**config.mk**
```make
export PLATFORM = sky130hd
export DESIGN_NAME = draw_wr_queue
export DESIGN_NICKNAME = d
export VERILOG_FILES = /design/src/rtl/draw_wr_queue_pkg.sv /design/src/rtl/draw_wr_queue.sv
export SDC_FILE = /design/constraint.sdc
export NUM_CORES = 1
export LEC_CHECK = 0
export BUFFER_PORTS_ARGS = -buffer_cell sky130_fd_sc_hd__buf_2
export CORE_MARGIN = 4
export CORE_UTILIZATION = 40
export CTS_BUF_LIST = sky130_fd_sc_hd__clkbuf_8
export CTS_CLUSTER_SIZE = 24
export DETAILED_ROUTE_END_ITERATION = 10
export PLACE_DENSITY = 0.64
export REMOVE_ABC_BUFFERS = 1
export SLEW_MARGIN = 20
export SYNTH_ARGS = -nofsm -noshare
export SYNTH_HDL_FRONTEND = slang
export SYNTH_SLANG_ARGS = --single-unit
```
**constraint.sdc**
```tcl
create_clock -name clk -period 12 [get_ports clk]
set_input_delay 2.4 -clock clk [delete_from_list [all_inputs] [get_ports clk]]
set_output_delay 2.4 -clock clk [all_outputs]
set_load 0.005 [all_outputs]
```
**src/rtl/draw_wr_queue_pkg.sv**
```systemverilog
// Shared types and constants for the draw-engine write queue.
//   draw_wr_t      : one queued pixel write {mask, addr, data}.
//   DRAW_WRQ_DEPTH : default FIFO depth.
package draw_wr_queue_pkg;

  localparam int DRAW_WRQ_DEPTH = 8;

  typedef struct packed {
    logic [3:0]  mask;
    logic [15:0] addr;
    logic [15:0] data;
  } draw_wr_t;

endpackage

```
**src/rtl/draw_wr_queue.sv**
```systemverilog
// draw_wr_queue: show-ahead write buffer between the draw engine and the
// VRAM arbiter. It absorbs one write per cycle from the draw engine and
// replays the writes to VRAM under a req/ack handshake. It throttles the
// engine through draw_oe_o.
//
// Handshake: vram_req_o is high whenever the queue holds an entry. The
// vram_* fields show the head entry and stay stable until the arbiter
// answers with vram_ack_i. The head is consumed on the edge where both
// req and ack are high.
//
// Optional feature: define DRAW_WR_COALESCE_EN to merge a push into the
// newest entry when the addresses match. A merge never targets a head
// that is being popped in the same cycle.
//
// Ports:
//   clk, reset_i                   clock, synchronous active-high reset
//   draw_vram_sel_i, draw_wr_i     draw engine write qualifiers
//   draw_mask_i/addr_i/data_i      draw engine write payload
//   draw_oe_o                      engine output enable (count < DEPTH-1)
//   vram_req_o, vram_ack_i         request/grant to the VRAM arbiter
//   vram_wr_o                      equals vram_req_o
//   vram_mask_o/addr_o/data_o      head entry payload
//   busy_o                         queue non-empty
//   overflow_o                     sticky: push dropped on a full queue
module draw_wr_queue
  import draw_wr_queue_pkg::*;
#(
  parameter int DEPTH = DRAW_WRQ_DEPTH
) (
  input  logic        clk,
  input  logic        reset_i,
  input  logic        draw_vram_sel_i,
  input  logic        draw_wr_i,
  input  logic [3:0]  draw_mask_i,
  input  logic [15:0] draw_addr_i,
  input  logic [15:0] draw_data_i,
  output logic        draw_oe_o,
  output logic        vram_req_o,
  input  logic        vram_ack_i,
  output logic        vram_wr_o,
  output logic [3:0]  vram_mask_o,
  output logic [15:0] vram_addr_o,
  output logic [15:0] vram_data_o,
  output logic        busy_o,
  output logic        overflow_o
);

  localparam int PTR_W = $clog2(DEPTH);
  localparam int CNT_W = PTR_W + 1;

  draw_wr_t           r_mem [DEPTH];
  logic [PTR_W-1:0]   r_rd_ptr;
  logic [PTR_W-1:0]   r_wr_ptr;
  logic [CNT_W-1:0]   r_count;
  logic               r_oe_q;
  logic               r_overflow;

  draw_wr_t           w_in;
  draw_wr_t           w_head;
  logic               w_push;
  logic               w_pop;
  logic               w_full;
  logic               w_alloc;
  logic               w_alloc_ok;
  logic               w_drop;

`ifdef DRAW_WR_COALESCE_EN
  logic [PTR_W-1:0]   w_newest_ptr;
  logic               w_merge;

  // Overlay the incoming nibbles selected by its mask onto an older entry.
  function automatic draw_wr_t merge_wr(input draw_wr_t old_wr, input draw_wr_t new_wr);
    draw_wr_t res;
    res      = old_wr;
    res.mask = old_wr.mask | new_wr.mask;
    for (int i = 0; i < 4; i++) begin
      if (new_wr.mask[i]) res.data[i*4 +: 4] = new_wr.data[i*4 +: 4];
    end
    return res;
  endfunction

  assign w_newest_ptr = r_wr_ptr - PTR_W'(1);
  // With one entry the newest is the head; if it leaves this cycle, allocate.
  assign w_merge = w_push && (r_count != '0) &&
                   (r_mem[w_newest_ptr].addr == draw_addr_i) &&
                   !(w_pop && (r_count == CNT_W'(1)));
  assign w_alloc = w_push && !w_merge;
`else
  assign w_alloc = w_push;
`endif

  assign w_in       = '{mask: draw_mask_i, addr: draw_addr_i, data: draw_data_i};
  assign w_head     = r_mem[r_rd_ptr];

  // oe_q masks the engine's held output registers so they are not recaptured.
  assign w_push     = draw_vram_sel_i && draw_wr_i && r_oe_q;
  assign w_pop      = vram_req_o && vram_ack_i;
  assign w_full     = (r_count == CNT_W'(DEPTH));
  // A full queue still accepts a push when the head leaves in the same cycle.
  assign w_alloc_ok = w_alloc && (!w_full || w_pop);
  assign w_drop     = w_alloc && w_full && !w_pop;

  assign draw_oe_o   = (r_count < CNT_W'(DEPTH - 1));
  assign vram_req_o  = (r_count != '0);
  assign vram_wr_o   = vram_req_o;
  assign busy_o      = vram_req_o;
  assign vram_mask_o = w_head.mask;
  assign vram_addr_o = w_head.addr;
  assign vram_data_o = w_head.data;
  assign overflow_o  = r_overflow;

  // Storage needs no reset; the count alone defines validity.
  always_ff @(posedge clk) begin
    if (!reset_i) begin
      if (w_alloc_ok) begin
        r_mem[r_wr_ptr] <= w_in;
      end
`ifdef DRAW_WR_COALESCE_EN
      else if (w_merge) begin
        r_mem[w_newest_ptr] <= merge_wr(r_mem[w_newest_ptr], w_in);
      end
`endif
    end
  end

  always_ff @(posedge clk) begin
    if (reset_i) begin
      r_rd_ptr   <= '0;
      r_wr_ptr   <= '0;
      r_count    <= '0;
      r_oe_q     <= 1'b0;
      r_overflow <= 1'b0;
    end else begin
      r_oe_q <= draw_oe_o;
      if (w_alloc_ok) r_wr_ptr <= r_wr_ptr + PTR_W'(1);
      if (w_pop)      r_rd_ptr <= r_rd_ptr + PTR_W'(1);
      case ({w_alloc_ok, w_pop})
        2'b10:   r_count <= r_count + CNT_W'(1);
        2'b01:   r_count <= r_count - CNT_W'(1);
        default: r_count <= r_count;
      endcase
      if (w_drop) r_overflow <= 1'b1;
    end
  end

endmodule

```
; ---- Yosys cells after proc, flatten, opt, wreduce, memory -nomap -nowiden
; Memories as Yosys holds them, arrays and structs flattened. A register that Yosys moved wholly into a read port is not among the register bits.
; Cells that the tools add are included.
; W data, S select, Z words.
[word_totals]
reg_bits = 12
ramBits = 288
input_bits = 41
out_inout_bits = 41
word_cells = 31
n_memories = 1
[op_classes]
add_sub_neg = 4
magnitude_cmp = 1
n_eq_ne = 3
mux = 6
n_reduce_logical = 11
[memory_table]
columns = memory, depth, word_bits, rd, rd_clocked_by_memory_dff, write_ports, line
row1 = r_mem, 8, 36, 1, 1, 1, draw_wr_queue.sv:51  ; draw_wr_t r_mem [DEPTH];
[ops]
columns = op, count
row1 = $pmux W4 S2, 1
row2 = $add A3 B1 Y3 const B, 2
row3 = $logic_and A1 B1 Y1, 6
row4 = $mux W3, 2
row5 = $add A4 B1 Y4 const B, 1
row6 = $eq A4 B4 Y1 const B, 1
row7 = $lt A4 B3 Y1 const B, 1
row8 = $reduce_bool A4 Y1, 1
row9 = $sub A4 B1 Y4 const B, 1
row10 = $mux W1, 3
row11 = $eq A2 B1 Y1 const B, 1
row12 = $eq A2 B2 Y1 const B, 1
row13 = $logic_not A1 Y1, 2
row14 = $reduce_bool A2 Y1, 1
row15 = $logic_or A1 B1 Y1, 1

; ---- Depth between registers and ports, before layout
[logic_depth]
ltp_word = 7
ltp_mapped = 8
depth_no_buf = 7

; ---- Worst setup path before layout
; No wires, ideal clock.
[synth_timing]
path_type = input port to flip-flop
startpoint = in draw_vram_sel_i
endpoint = mem r_mem[4][0] (netlist name) (enable)
arrival_ps = 6544
required_ps = 11481
slack_ps = 4937
cell_stages = 4
path_buffers = 0
path_cell_list = nand3_1 > a21oi_1 > nand2_1 > nor4_1
[synth_via]
elab_chain_cells = 6
[synth_lines]
columns = element, line
row1 = from (decl), draw_wr_queue.sv:32  ; input logic draw_vram_sel_i,
row2 = $logic_and A1 B1 Y1 (2 in a row), draw_wr_queue.sv:96  ; assign w_push = draw_vram_sel_i && draw_wr_i && r_oe_q;
row3 = $logic_and A1 B1 Y1, draw_wr_queue.sv:100  ; assign w_alloc_ok = w_alloc && (!w_full || w_pop);
row4 = $mux W1, draw_wr_queue.sv:115  ; if (w_alloc_ok) begin
row5 = $mux W1, draw_wr_queue.sv:114  ; if (!reset_i) begin
row6 = $mux W1 (implied by the code), draw_wr_queue.sv:116  ; r_mem[r_wr_ptr] <= w_in;
row7 = to (decl), draw_wr_queue.sv:51
; Every way passes these cells.

==> impl_metrics.yaml <==
placed_design:
  routabilityCongestion: 0.7658
  dp_hpwl_um: 13300
  dp_cells: 953
  pre_cts_slack_ns: 6.865
  port_buffers: 81
floorplan:
  start_util: 0.4104
  ios: 82
  dieArea_sq_um: 31600
  die_width_um: 177.8
  die_h_um: 177.8
  rows: 61
  core_area_sq_um: 28090
sta:
  fin_crit_sh: 0.4433
  fin_tns_setup_ns: 0
  worst_slack_ns: 6.680
  period_needed_ns: 5.320
  finalHoldViolations: 0
  setup_violations: 0
  slew_violations: 0
  slew_headroom: 0.4832
  finalClockSkew_ns: 0.02145
  worstMarginPinSlew_ns: 0.7753
  rsz0062_at_grt: "false"
  fmaxAchievable_mhz: 188.0
grt:
  gr-total-overflow: 0
  grt_pass1_wl_um: 35380
  grt_antenna_before_repair: 2
  grt_pass1_vias: 5997
  track_usage: 0.1498
  grt_max_degree: 73
synth:
  avgSynthCellArea_sq_um: 22.87
  syn_area_sq_um: 11530
  synth_top_area_cell: "edfxtp_1"
  synth_top_cell_area_share: 0.7503
  synth-seq-cells: 303
  ys_warn_count: 0
  synth_area_leaders: "edfxtp_1 (75%), mux4_2 (14%), mux2_2 (3.5%)"
  seq_area_frac_synth: 0.7764
  synth_cell_type_count: 35
  syn_inst: 504
setup_path:
  r2r_end: "r_mem[7][5]"
  reg2reg_slack_ns: 9.02
  criticalPathCategory: "reg2out"
  endpoint_kind: "output port"
  cp.arrival_ns: 2.92
  cp.required_ns: 9.60
  crit_fanout: 52
  start_kind: "flop"
  ff2ff_path_depth: 5
  crit-reg2reg-launch: "r_count[0]"
  cpPeakStageDelay_ns: 0.64
  crit_chain: "buf_6, mux4_2, mux2_2, buf_2"
  cp_slowest_cell: "buf_6"
  critPathCapture: "vram_addr_o[15]"
route:
  wl_um: 23230
  num_vias: 5358
  dr.pass1.iters: 4
  postRouteAntennaNets: 0
  routed_via_density: 5.152
  drtIter0Drc: 409
  wl_per_cell_um: 22.33
  drc: 0
finish:
  fin_cells: 1040
  finish.utilization: 0.4762
  synthToLayoutAreaGrowth_pct: 16.03
  nFillCells: 2365
  drive_gt1_frac: 0.4221
  final_nets: 670
clock_network:
  cts_tree: "yes"
  htreeDepth: 2
  cts_hold_buf: 0
  post_cts_resized: 0
  cts.sinks: 303
  cts.clk_slew.worst_paths_ns: 0.06
  clk_latency_ns: 0.54
  cts_buffer_depth: 3
  ctsRootBufferMaster: "clkbuf_8"
  cts_buffers: 48
  cts_setup_buffers: 0
pwr:
  power.density_nw_per_um2: 171.4
  p_leak_nw: 4.292
  peakVddDrop_uv: 119.5
  total_power_w: 0.002292
min_path:
  hold_path_class: "reg2reg"
run:
  timing.max_cap.violations: 0
outcome:
  status: "completed"
[Yosys cell counts]
master    number
nand3b_1       3
a21bo_2        1
and3_1         1
dfxtp_1       15
nor4_1         2
edfxtp_1     288
buf_4          2
o31a_1         1
mux4_2        72
a31oi_1        2
nor2_1        13
nor3_1         4
nand2b_1       1
mux2_2        36
a211oi_4       1
o41ai_2        1
a211oi_1       1
clkbuf_1      13
mux2_4         1
o21ai_1        1
nor4b_1        1
xor2_1         2
mux2i_1        1
buf_1          1
o41a_1         1
buf_2          9
nor3b_1        1
nor3_2         1
a21oi_1        5
nand2_1       10
o21ai_0        3
xnor2_1        2
nand3_1        2
nor2b_1        3
ha_1           3
[worst min-delay path by stage]
stage,start,endpoint,cells past startpoint
final,overflow_o,overflow_o,2
after CTS,r_rd_ptr[1],flop,2
after detailed placement,overflow_o,overflow_o,2
after global placement,r_rd_ptr[1],flop,2
after global routing,r_rd_ptr[1],flop,2
after floorplan,r_rd_ptr[1],flop,2
[registers in the layout, indices dropped and copies added (netlist names), named ones only]
signal      cells
overflow_o      1
r_wr_ptr        3
r_count         4
r_oe_q          1
r_mem         288
r_rd_ptr        3
[worst max-delay path: cells and delay by family, from the launching register on]
family	cells	cell delay, ns
mux	2	0.90
flops	1	0.61
buf+inv	2	0.78
[through the flow]
stage / instance area (sq um) / hold WS (ns)
2_1_floorplan: 11410 / 0.4467
3_3_place_gp: 12460 / 0.4629
3_5_place_dp: 12460 / 0.4712
4_1_cts: 13350 / 0.4824
5_1_grt: 13370 / 0.4944
6_report: 13370 / 0.4847
[cell usage in the layout, fill, tap and decap left out, drive strengths merged, types with 2 or more instances in the layout]
master / count
nor2b: 3
dfxtp: 15
clkbuf: 52
inv: 19
a21oi: 5
xor2: 2
buf: 97
nand3b: 3
nor3: 5
a31oi: 2
mux2: 37
o21ai: 4
xnor2: 2
edfxtp: 288
mux4: 72
nor4: 2
ha: 3
clkinv: 13
nor2: 13
a211oi: 2
nand2: 10
nand3: 2
[layer usage]
metal | global-route usage | share of wire | vias up
met5 | 0 | 0.00099 | -
met2 | 0.2547 | 0.51 | 164
li1 | - | - | 2368
met4 | 0.03996 | 0.015 | 4
met1 | 0.1968 | 0.42 | 2785
met3 | 0.03302 | 0.054 | 37
[cell families after synthesis]
family	synth area share
AO/OA/AOI/OAI	0.01140
XOR/XNOR	0.003040
adder cells (fa/ha/maj)	0.003257
buffers and inverters	0.009769
flip-flops	0.7764
multiplexers	0.1780
AND/OR/NAND/NOR	0.01813
[power by group]
group	internal (W)	total (W)	switching, W
clock	0.000421	0.000797	0.000377
sequential	0.00117	0.00120	0.0000290
combinational	0.000172	0.000298	0.000127
total	0.00176	0.00229	0.000532
[layout make-up]
type	count	area (sq um)	area share
clock buffer	52	715.7	0.05351
multi-input combinational	176	2515	0.1880
clock inverter	33	168.9	0.01263
sequential	303	8957	0.6698
tap	378	473.0	0.03536
timing repair buffer	97	541.8	0.04051
antenna	1	2.502	0.0001871
Power figures use the tool's default switching activity.
